===== src/rtl/multicycle_ctrl_v2_pkg.sv =====
// ctrl_pkg: shared encodings for the multi-cycle controller.
//   - opcode field values understood by the decoder
//   - ALU operation classes, alu_src_b and pc_source mux encodings
//   - 4-bit FSM state encoding (also exported on state_dbg)
package ctrl_pkg;

  localparam logic [5:0] R_TYPE = 6'b000000;
  localparam logic [5:0] ADDI   = 6'b001000;
  localparam logic [5:0] LW     = 6'b100011;
  localparam logic [5:0] SW     = 6'b101011;
  localparam logic [5:0] BEQ    = 6'b000100;
  localparam logic [5:0] BNE    = 6'b000101;
  localparam logic [5:0] J      = 6'b000010;

  localparam logic [1:0] ALU_ADD   = 2'b00;
  localparam logic [1:0] ALU_SUB   = 2'b01;
  localparam logic [1:0] ALU_FUNCT = 2'b10;

  localparam logic [1:0] SRCB_REG    = 2'b00;
  localparam logic [1:0] SRCB_FOUR   = 2'b01;
  localparam logic [1:0] SRCB_IMM    = 2'b10;
  localparam logic [1:0] SRCB_IMM_SH = 2'b11;

  localparam logic [1:0] PCSRC_ALU    = 2'b00;
  localparam logic [1:0] PCSRC_ALUOUT = 2'b01;
  localparam logic [1:0] PCSRC_JUMP   = 2'b10;

  typedef enum logic [3:0] {
    S_FETCH    = 4'd0,
    S_DECODE   = 4'd1,
    S_EXEC_R   = 4'd2,
    S_WB_R     = 4'd3,
    S_EXEC_I   = 4'd4,
    S_WB_I     = 4'd5,
    S_MEM_ADDR = 4'd6,
    S_MEM_RD   = 4'd7,
    S_WB_MEM   = 4'd8,
    S_MEM_WR   = 4'd9,
    S_BRANCH   = 4'd10,
    S_JUMP     = 4'd11,
    S_HALT     = 4'd12,
    S_TRAP     = 4'd13
  } state_t;

endpackage


===== src/rtl/multicycle_ctrl_v2_if.sv =====
// Controller <-> datapath bundle.
//   master (controller): samples opcode/mem_ready/resume, drives all
//   datapath controls plus status (halted, trap, instr_count, state_dbg).
//   slave (datapath/bench): the mirror image.
interface multicycle_ctrl_v2_if #(
  parameter int OPCODE_W = 6,
  parameter int ALUOP_W  = 2,
  parameter int CNT_W    = 16
);
  logic [OPCODE_W-1:0] opcode;
  logic                mem_ready;
  logic                resume;
  logic                pc_write;
  logic                pc_write_cond;
  logic                branch_ne;
  logic                iord;
  logic                mem_read;
  logic                mem_write;
  logic                mem_to_reg;
  logic                ir_write;
  logic                alu_src_a;
  logic [1:0]          alu_src_b;
  logic [ALUOP_W-1:0]  alu_op;
  logic                reg_write;
  logic                reg_dst;
  logic [1:0]          pc_source;
  logic                halted;
  logic                trap;
  logic [CNT_W-1:0]    instr_count;
  logic [3:0]          state_dbg;

  modport master (
    input  opcode, mem_ready, resume,
    output pc_write, pc_write_cond, branch_ne, iord, mem_read, mem_write,
           mem_to_reg, ir_write, alu_src_a, alu_src_b, alu_op, reg_write,
           reg_dst, pc_source, halted, trap, instr_count, state_dbg
  );

  modport slave (
    output opcode, mem_ready, resume,
    input  pc_write, pc_write_cond, branch_ne, iord, mem_read, mem_write,
           mem_to_reg, ir_write, alu_src_a, alu_src_b, alu_op, reg_write,
           reg_dst, pc_source, halted, trap, instr_count, state_dbg
  );
endinterface


===== src/rtl/multicycle_ctrl_v2_retire_counter.sv =====
// retire_counter: CNT_W-bit counter, +1 when en is high, wraps naturally.
//   clk, rst_n (async active-low clear), en, count.
module retire_counter #(
  parameter int CNT_W = 16
) (
  input  logic             clk,
  input  logic             rst_n,
  input  logic             en,
  output logic [CNT_W-1:0] count
);
  always_ff @(posedge clk or negedge rst_n) begin
    if (!rst_n)  count <= '0;
    else if (en) count <= count + 1'b1;
  end
endmodule


===== src/rtl/multicycle_ctrl_v2.sv =====
// multicycle_ctrl_v2: Moore FSM sequencing fetch/decode/execute/memory/
// writeback for a single-memory MIPS-subset datapath.
//   clk, resetn (async active-low)
//   bus (master): opcode, mem_ready, resume in; datapath controls,
//   halted, trap, instr_count, state_dbg out.
// Controls decode from the state register alone (plus opcode in DECODE/
// BRANCH and mem_ready in FETCH), so an async reset drops every write
// enable the instant the state register clears.
module multicycle_ctrl_v2
  import ctrl_pkg::*;
#(
  parameter int                  OPCODE_W = 6,
  parameter int                  ALUOP_W  = 2,
  parameter int                  CNT_W    = 16,
  parameter logic [OPCODE_W-1:0] HALT_OP  = '1
) (
  input  logic clk,
  input  logic resetn,
  multicycle_ctrl_v2_if.master bus
);
  state_t state;
  logic   retire;

  function automatic logic op_is(input logic [OPCODE_W-1:0] op, input logic [5:0] code);
    return op == OPCODE_W'(code);
  endfunction

  always_ff @(posedge clk or negedge resetn) begin
    if (!resetn) begin
      state <= S_FETCH;
    end else begin
      case (state)
        S_FETCH:    if (bus.mem_ready) state <= S_DECODE;
        S_DECODE: begin
          if      (op_is(bus.opcode, R_TYPE))                          state <= S_EXEC_R;
          else if (op_is(bus.opcode, ADDI))                            state <= S_EXEC_I;
          else if (op_is(bus.opcode, LW) || op_is(bus.opcode, SW))     state <= S_MEM_ADDR;
          else if (op_is(bus.opcode, BEQ) || op_is(bus.opcode, BNE))   state <= S_BRANCH;
          else if (op_is(bus.opcode, J))                               state <= S_JUMP;
          else if (bus.opcode == HALT_OP)                              state <= S_HALT;
          else                                                         state <= S_TRAP;
        end
        S_EXEC_R:   state <= S_WB_R;
        S_WB_R:     state <= S_FETCH;
        S_EXEC_I:   state <= S_WB_I;
        S_WB_I:     state <= S_FETCH;
        // opcode is still the one decoded; anything but LW is treated as SW
        S_MEM_ADDR: state <= op_is(bus.opcode, LW) ? S_MEM_RD : S_MEM_WR;
        S_MEM_RD:   if (bus.mem_ready) state <= S_WB_MEM;
        S_WB_MEM:   state <= S_FETCH;
        S_MEM_WR:   if (bus.mem_ready) state <= S_FETCH;
        S_BRANCH:   state <= S_FETCH;
        S_JUMP:     state <= S_FETCH;
        S_HALT:     if (bus.resume) state <= S_FETCH;
        S_TRAP:     state <= S_TRAP;
        default:    state <= S_FETCH;
      endcase
    end
  end

  // an instruction retires on the edge that leaves its final state
  always_comb begin
    retire = 1'b0;
    case (state)
      S_WB_R, S_WB_I, S_WB_MEM, S_BRANCH, S_JUMP: retire = 1'b1;
      S_MEM_WR:                                   retire = bus.mem_ready;
      default:                                    retire = 1'b0;
    endcase
  end

  retire_counter #(.CNT_W(CNT_W)) u_retire (
    .clk   (clk),
    .rst_n (resetn),
    .en    (retire),
    .count (bus.instr_count)
  );

  always_comb begin
    bus.pc_write      = 1'b0;
    bus.pc_write_cond = 1'b0;
    bus.branch_ne     = 1'b0;
    bus.iord          = 1'b0;
    bus.mem_read      = 1'b0;
    bus.mem_write     = 1'b0;
    bus.mem_to_reg    = 1'b0;
    bus.ir_write      = 1'b0;
    bus.alu_src_a     = 1'b0;
    bus.alu_src_b     = SRCB_REG;
    bus.alu_op        = ALUOP_W'(ALU_ADD);
    bus.reg_write     = 1'b0;
    bus.reg_dst       = 1'b0;
    bus.pc_source     = PCSRC_ALU;
    bus.halted        = 1'b0;
    bus.trap          = 1'b0;
    bus.state_dbg     = state;
    case (state)
      S_FETCH: begin
        bus.mem_read  = 1'b1;
        bus.alu_src_b = SRCB_FOUR;
        // IR load and PC+4 only on the cycle memory delivers the word
        bus.ir_write  = bus.mem_ready;
        bus.pc_write  = bus.mem_ready;
      end
      S_DECODE: bus.alu_src_b = SRCB_IMM_SH;
      S_EXEC_R, S_WB_R: begin
        bus.alu_src_a = 1'b1;
        bus.alu_op    = ALUOP_W'(ALU_FUNCT);
        bus.reg_dst   = (state == S_WB_R);
        bus.reg_write = (state == S_WB_R);
      end
      S_EXEC_I, S_WB_I, S_MEM_ADDR: begin
        bus.alu_src_a = 1'b1;
        bus.alu_src_b = SRCB_IMM;
        bus.reg_write = (state == S_WB_I);
      end
      S_MEM_RD: begin
        bus.iord     = 1'b1;
        bus.mem_read = 1'b1;
      end
      S_WB_MEM: begin
        bus.mem_to_reg = 1'b1;
        bus.reg_write  = 1'b1;
      end
      S_MEM_WR: begin
        bus.iord      = 1'b1;
        bus.mem_write = 1'b1;
      end
      S_BRANCH: begin
        bus.alu_src_a     = 1'b1;
        bus.alu_op        = ALUOP_W'(ALU_SUB);
        bus.pc_write_cond = 1'b1;
        bus.pc_source     = PCSRC_ALUOUT;
        bus.branch_ne     = op_is(bus.opcode, BNE);
      end
      S_JUMP: begin
        bus.pc_source = PCSRC_JUMP;
        bus.pc_write  = 1'b1;
      end
      S_HALT:  bus.halted = 1'b1;
      S_TRAP:  bus.trap   = 1'b1;
      default: ;
    endcase
  end

endmodule


===== src/flat_wrapper.sv =====
// flat-port wrapper written by rule: the top's interface ports become plain ports
module multicycle_ctrl_v2_flat import ctrl_pkg::*;
#(
  parameter int                  OPCODE_W = 6,
  parameter int                  ALUOP_W  = 2,
  parameter int                  CNT_W    = 16,
  parameter logic [OPCODE_W-1:0] HALT_OP  = '1
)
  (clk, resetn, bus_opcode, bus_mem_ready, bus_resume, bus_pc_write, bus_pc_write_cond, bus_branch_ne, bus_iord, bus_mem_read, bus_mem_write, bus_mem_to_reg, bus_ir_write, bus_alu_src_a, bus_alu_src_b, bus_alu_op, bus_reg_write, bus_reg_dst, bus_pc_source, bus_halted, bus_trap, bus_instr_count, bus_state_dbg);
  multicycle_ctrl_v2_if #(.OPCODE_W(OPCODE_W), .ALUOP_W(ALUOP_W), .CNT_W(CNT_W)) bus_i ();
  input  logic clk;
  input  logic resetn;
  input wire logic [$bits(bus_i.opcode)-1:0] bus_opcode;
  input wire logic [$bits(bus_i.mem_ready)-1:0] bus_mem_ready;
  input wire logic [$bits(bus_i.resume)-1:0] bus_resume;
  output wire logic [$bits(bus_i.pc_write)-1:0] bus_pc_write;
  output wire logic [$bits(bus_i.pc_write_cond)-1:0] bus_pc_write_cond;
  output wire logic [$bits(bus_i.branch_ne)-1:0] bus_branch_ne;
  output wire logic [$bits(bus_i.iord)-1:0] bus_iord;
  output wire logic [$bits(bus_i.mem_read)-1:0] bus_mem_read;
  output wire logic [$bits(bus_i.mem_write)-1:0] bus_mem_write;
  output wire logic [$bits(bus_i.mem_to_reg)-1:0] bus_mem_to_reg;
  output wire logic [$bits(bus_i.ir_write)-1:0] bus_ir_write;
  output wire logic [$bits(bus_i.alu_src_a)-1:0] bus_alu_src_a;
  output wire logic [$bits(bus_i.alu_src_b)-1:0] bus_alu_src_b;
  output wire logic [$bits(bus_i.alu_op)-1:0] bus_alu_op;
  output wire logic [$bits(bus_i.reg_write)-1:0] bus_reg_write;
  output wire logic [$bits(bus_i.reg_dst)-1:0] bus_reg_dst;
  output wire logic [$bits(bus_i.pc_source)-1:0] bus_pc_source;
  output wire logic [$bits(bus_i.halted)-1:0] bus_halted;
  output wire logic [$bits(bus_i.trap)-1:0] bus_trap;
  output wire logic [$bits(bus_i.instr_count)-1:0] bus_instr_count;
  output wire logic [$bits(bus_i.state_dbg)-1:0] bus_state_dbg;
  assign bus_i.opcode = bus_opcode;
  assign bus_i.mem_ready = bus_mem_ready;
  assign bus_i.resume = bus_resume;
  assign bus_pc_write = bus_i.pc_write;
  assign bus_pc_write_cond = bus_i.pc_write_cond;
  assign bus_branch_ne = bus_i.branch_ne;
  assign bus_iord = bus_i.iord;
  assign bus_mem_read = bus_i.mem_read;
  assign bus_mem_write = bus_i.mem_write;
  assign bus_mem_to_reg = bus_i.mem_to_reg;
  assign bus_ir_write = bus_i.ir_write;
  assign bus_alu_src_a = bus_i.alu_src_a;
  assign bus_alu_src_b = bus_i.alu_src_b;
  assign bus_alu_op = bus_i.alu_op;
  assign bus_reg_write = bus_i.reg_write;
  assign bus_reg_dst = bus_i.reg_dst;
  assign bus_pc_source = bus_i.pc_source;
  assign bus_halted = bus_i.halted;
  assign bus_trap = bus_i.trap;
  assign bus_instr_count = bus_i.instr_count;
  assign bus_state_dbg = bus_i.state_dbg;
  multicycle_ctrl_v2 #(.OPCODE_W(OPCODE_W), .ALUOP_W(ALUOP_W), .CNT_W(CNT_W), .HALT_OP(HALT_OP)) u_core (.clk(clk), .resetn(resetn), .bus(bus_i));
endmodule

===== config.mk =====
export PLATFORM = sky130hd
export DESIGN_NAME = multicycle_ctrl_v2_flat
export DESIGN_NICKNAME = d
export VERILOG_FILES = /design/src/rtl/multicycle_ctrl_v2_pkg.sv /design/src/rtl/multicycle_ctrl_v2_if.sv /design/src/rtl/multicycle_ctrl_v2_retire_counter.sv /design/src/rtl/multicycle_ctrl_v2.sv /design/src/flat_wrapper.sv
export SDC_FILE = /design/constraint.sdc
export NUM_CORES = 1
export LEC_CHECK = 0
export CORE_ASPECT_RATIO = 0.75
export CORE_UTILIZATION = 40
export CTS_CLUSTER_DIAMETER = 30
export DETAILED_ROUTE_END_ITERATION = 8
export GPL_TIMING_DRIVEN = 0
export PLACE_DENSITY_LB_ADDON = 0.15
export SETUP_SLACK_MARGIN = 0.5
export SYNTH_ARGS = -nofsm -noshare
export SYNTH_HDL_FRONTEND = slang
export SYNTH_HIERARCHICAL = 1
export SYNTH_SLANG_ARGS = --single-unit

===== constraint.sdc =====
create_clock -name clk -period 5.6 [get_ports clk]
set_input_delay 1.12 -clock clk [delete_from_list [all_inputs] [get_ports clk]]
set_output_delay 1.12 -clock clk [all_outputs]
set_load 0.01 [all_outputs]

==> reports/qor.txt <==
RSZ-0062 raised after global routing = no
I/O pin cnt = 49
drt drc = 0
vias in the first global route = 1148
combinational power share = 0.597
Site Rows = 17
mapped cell area = 1330 um2
Synthesized Nets = 159
Routed WL = 3.45 mm
Seq pwr share = 0.289
largest net degree at the start of global routing = 21
WS Path Type = in2out
Critical Path RT = 4.48 ns
Total GRT Usage = 0.212
clock slew at reported path FFs = 0.06 ns
Hold Vio Cnt, Final = 0
H-tree depth = 1
clock skew = 0.00203 ns
Crit Path Max Fanout = 4
Levels on crit path = 4
worst-margin pin slew = 0.869 ns
initial antenna violation count = 0
Adder-Cell Fraction of Synth Area = 0.00939
async set-reset flop share out of synthesis = 1.00
endpoints failing setup = 0
cts repair resizes = 0
core area = 3060 um2
CP Capture Point = bus_branch_ne
CP arrival = 2.76 ns
Fmax = 0.258 GHz
initial DRC count = 70
Synth area leader = dfrtp_1
Clk pwr share = 0.114
main flop type after synthesis = dfrtp_1
max-slew violations = 0
sinks on the clock net = 20
pwr dens = 413 nW/um2
status = complete, no violations
Final Instance Area = 1900 um2
placed cell count = 234
layout cell share with drive strength beyond 1 = 0.0804
reg2reg path depth = 8
Chip Width = 68.6 um
Clk Latency, worst-skew pair = 0.25 ns
Starting Density = 0.435
clock root buffer = clkbuf_8
dpl hpwl = 2.71 mm
Post-synth EDFFs = 0
clock buffer depth = 2
switch share = 0.418
MaxCap Viol Count = 0
final non-filler cell total = 237
vias = 1300
flop-to-flop setup slack = 3.07 ns
CP max stage delay = 0.53 ns
CP delay by family, top = buffers and inverters
hold crit path type = reg2reg
CP max stage cell = clkdlybuf4s50_1
Critical Path End Type = output pin
multiplexer share of the synthesized area = 0.0169
number of library cell types mapped by synthesis = 51
#FFs+latches synth = 20
Psw = 328 uW
IO buf count = 48
Post-DRT Antenna Nets = 0
Ant. Diodes = 0
reg2reg end = u_core/u_retire/count[12]$_DFFE_PN0P_
CP Cell Sequence = clkdlybuf4s50_1, nor4_1, and4_1, clkdlybuf4s50_1
nets = 212
Syn Inst Count = 148
TritonCTS clock tree = yes
post-synthesis xor/xnor area fraction = 0.105
simple-gate share of the synthesized area = 0.296
Seq/Total Area, Yosys = 0.376
Post-Place Cell Area = 1860 um2
clock buffer count from CTS = 3
post-synth top area share = 0.376
Slew HR = 0.419
Vias/cell = 5.49
Die ar. = 3570 um2
clock period minus worst slack = 3.88 ns
area growth from synthesis to layout = 42.7%
setup_tns = 0 ns
fin crit share = 0.693
CTS Hold Bufs = 0
postcts setup bufs = 0
aggregate global routing overflow = 0
Buf/Inv on CP = 2
Synth area leaders = dfrtp_1 38%, xnor2_1 6.6%, nor2_1 4.2%
R2R Path Start = u_core/bus.state_dbg[3]$_DFFE_PN0P_
Power Internal = 457 uW
cell mode on critical path = clkdlybuf4s50_1
Ys Warns = 6
complex-gate fraction of the synthesized area = 0.147
Avg Inst Size Synth = 9.00 um2
routability cong. = 0.888
LEAKAGE = 0.000807 uW
Setup crit start kind = primary input
Peak VDD IR = 0.261 mV
hold path cells = 1
global-route wire length before repair = 5.51 mm
crit path from = bus_opcode[3]
largest family of logic cells by synthesized area = simple AND/OR/NAND/NOR gates
drt wl/cell = 14.5 um
Tot Pwr = 786 uW
First-pass DRT Iterations = 5
die height = 52.0 um
[synthesized netlist by cell type (all sizes together) (2+ instances only)]
master   n
dfrtp   20
nor2    15
nand2   11
xnor2   10
a21oi    8
buf      8
nor3     8
nand3    6
xor2     6
and3     5
inv      4
nand4    4
nor4     3
o21ai    3
o22ai    3
a21boi   2
a21o     2
a31oi    2
and2     2
and4     2
mux2     2
nor2b    2
[sequential cells by signal (all words and copies together), names as in the netlist]
register	flops
u_core/bus.state_dbg	4
u_core/u_retire/count	16
[final cells by class]
cell class	count	area (um2)
plain buffers	9	51.3
well taps	38	47.5
flip-flops and latches	20	500
multi-input cells	115	766
inverters	4	15.0
fillers	269	1160
repair buffers	48	480
clock buffers	3	41.3
[placed cells by master (no fill, tap or decap), types with 2 or more instances in the layout]
cell and instances:
and3_1 5, a21o_1 2, dfrtp_1 20, nand4_1 3, nand2_1 11, o22ai_1 3, clkdlybuf4s50_1 48, xor2_1 6
nand3_1 6, buf_2 5, and4_1 2, nor2b_1 2, nor3_1 6, and2_1 2, nor3_2 2, a21oi_1 8
xnor2_1 10, a31oi_1 2, nor2_1 15, nor4_1 2, clkbuf_8 3, inv_1 4, o21ai_0 2
[metal layers]
| layer | vias up | share of wire | track usage |
|---|---|---|---|
| li1 | 640 | - | - |
| met2 | 64 | 0.42 | 0.291 |
| met5 | - | 0 | 0 |
| met1 | 590 | 0.48 | 0.327 |
| met3 | 6 | 0.090 | 0.0614 |
| met4 | 0 | 0.0084 | 0.0347 |
[cell families after synthesis]
kind of cell / count (synthesis)
flops: 20
buf+inv: 13
simple gates: 67
xor+xnor: 16
fa+ha+maj: 1
mux: 2
compound gates: 29
[worst min path at each step]
stage | start | endpoint | slack, ns
2_1_floorplan | u_core/u_retire/count[15]$_DFFE_PN0P_ | u_core/u_retire/count[15]$_DFFE_PN0P_ | 0.51
3_3_place_gp | u_core/u_retire/count[15]$_DFFE_PN0P_ | u_core/u_retire/count[15]$_DFFE_PN0P_ | 0.46
3_5_place_dp | u_core/u_retire/count[14]$_DFFE_PN0P_ | u_core/u_retire/count[14]$_DFFE_PN0P_ | 0.49
4_1_cts | u_core/u_retire/count[8]$_DFFE_PN0P_ | u_core/u_retire/count[8]$_DFFE_PN0P_ | 0.50
5_1_grt | u_core/u_retire/count[8]$_DFFE_PN0P_ | u_core/u_retire/count[8]$_DFFE_PN0P_ | 0.51
6_report | u_core/u_retire/count[8]$_DFFE_PN0P_ | u_core/u_retire/count[8]$_DFFE_PN0P_ | 0.49
[power groups by stage]
stage	Combinational [uW]	Sequential (uW)	Clock (uW)
2_1_floorplan	248	237	0
3_3_place_gp	454	229	0
3_5_place_dp	465	230	0
4_1_cts	467	228	94.0
5_1_grt	500	235	99.1
6_report	469	227	89.4
[metrics by stage]
stage	util	hold slack [ns]	setup WS (ns)
2_1_floorplan	-	0.507	2.80
3_3_place_gp	0.607	0.460	1.75
3_5_place_dp	0.607	0.493	1.74
4_1_cts	0.621	0.499	1.73
5_1_grt	0.621	0.509	1.62
6_report	0.621	0.494	1.72
No activity file was read; power rests on OpenSTA's default activity.
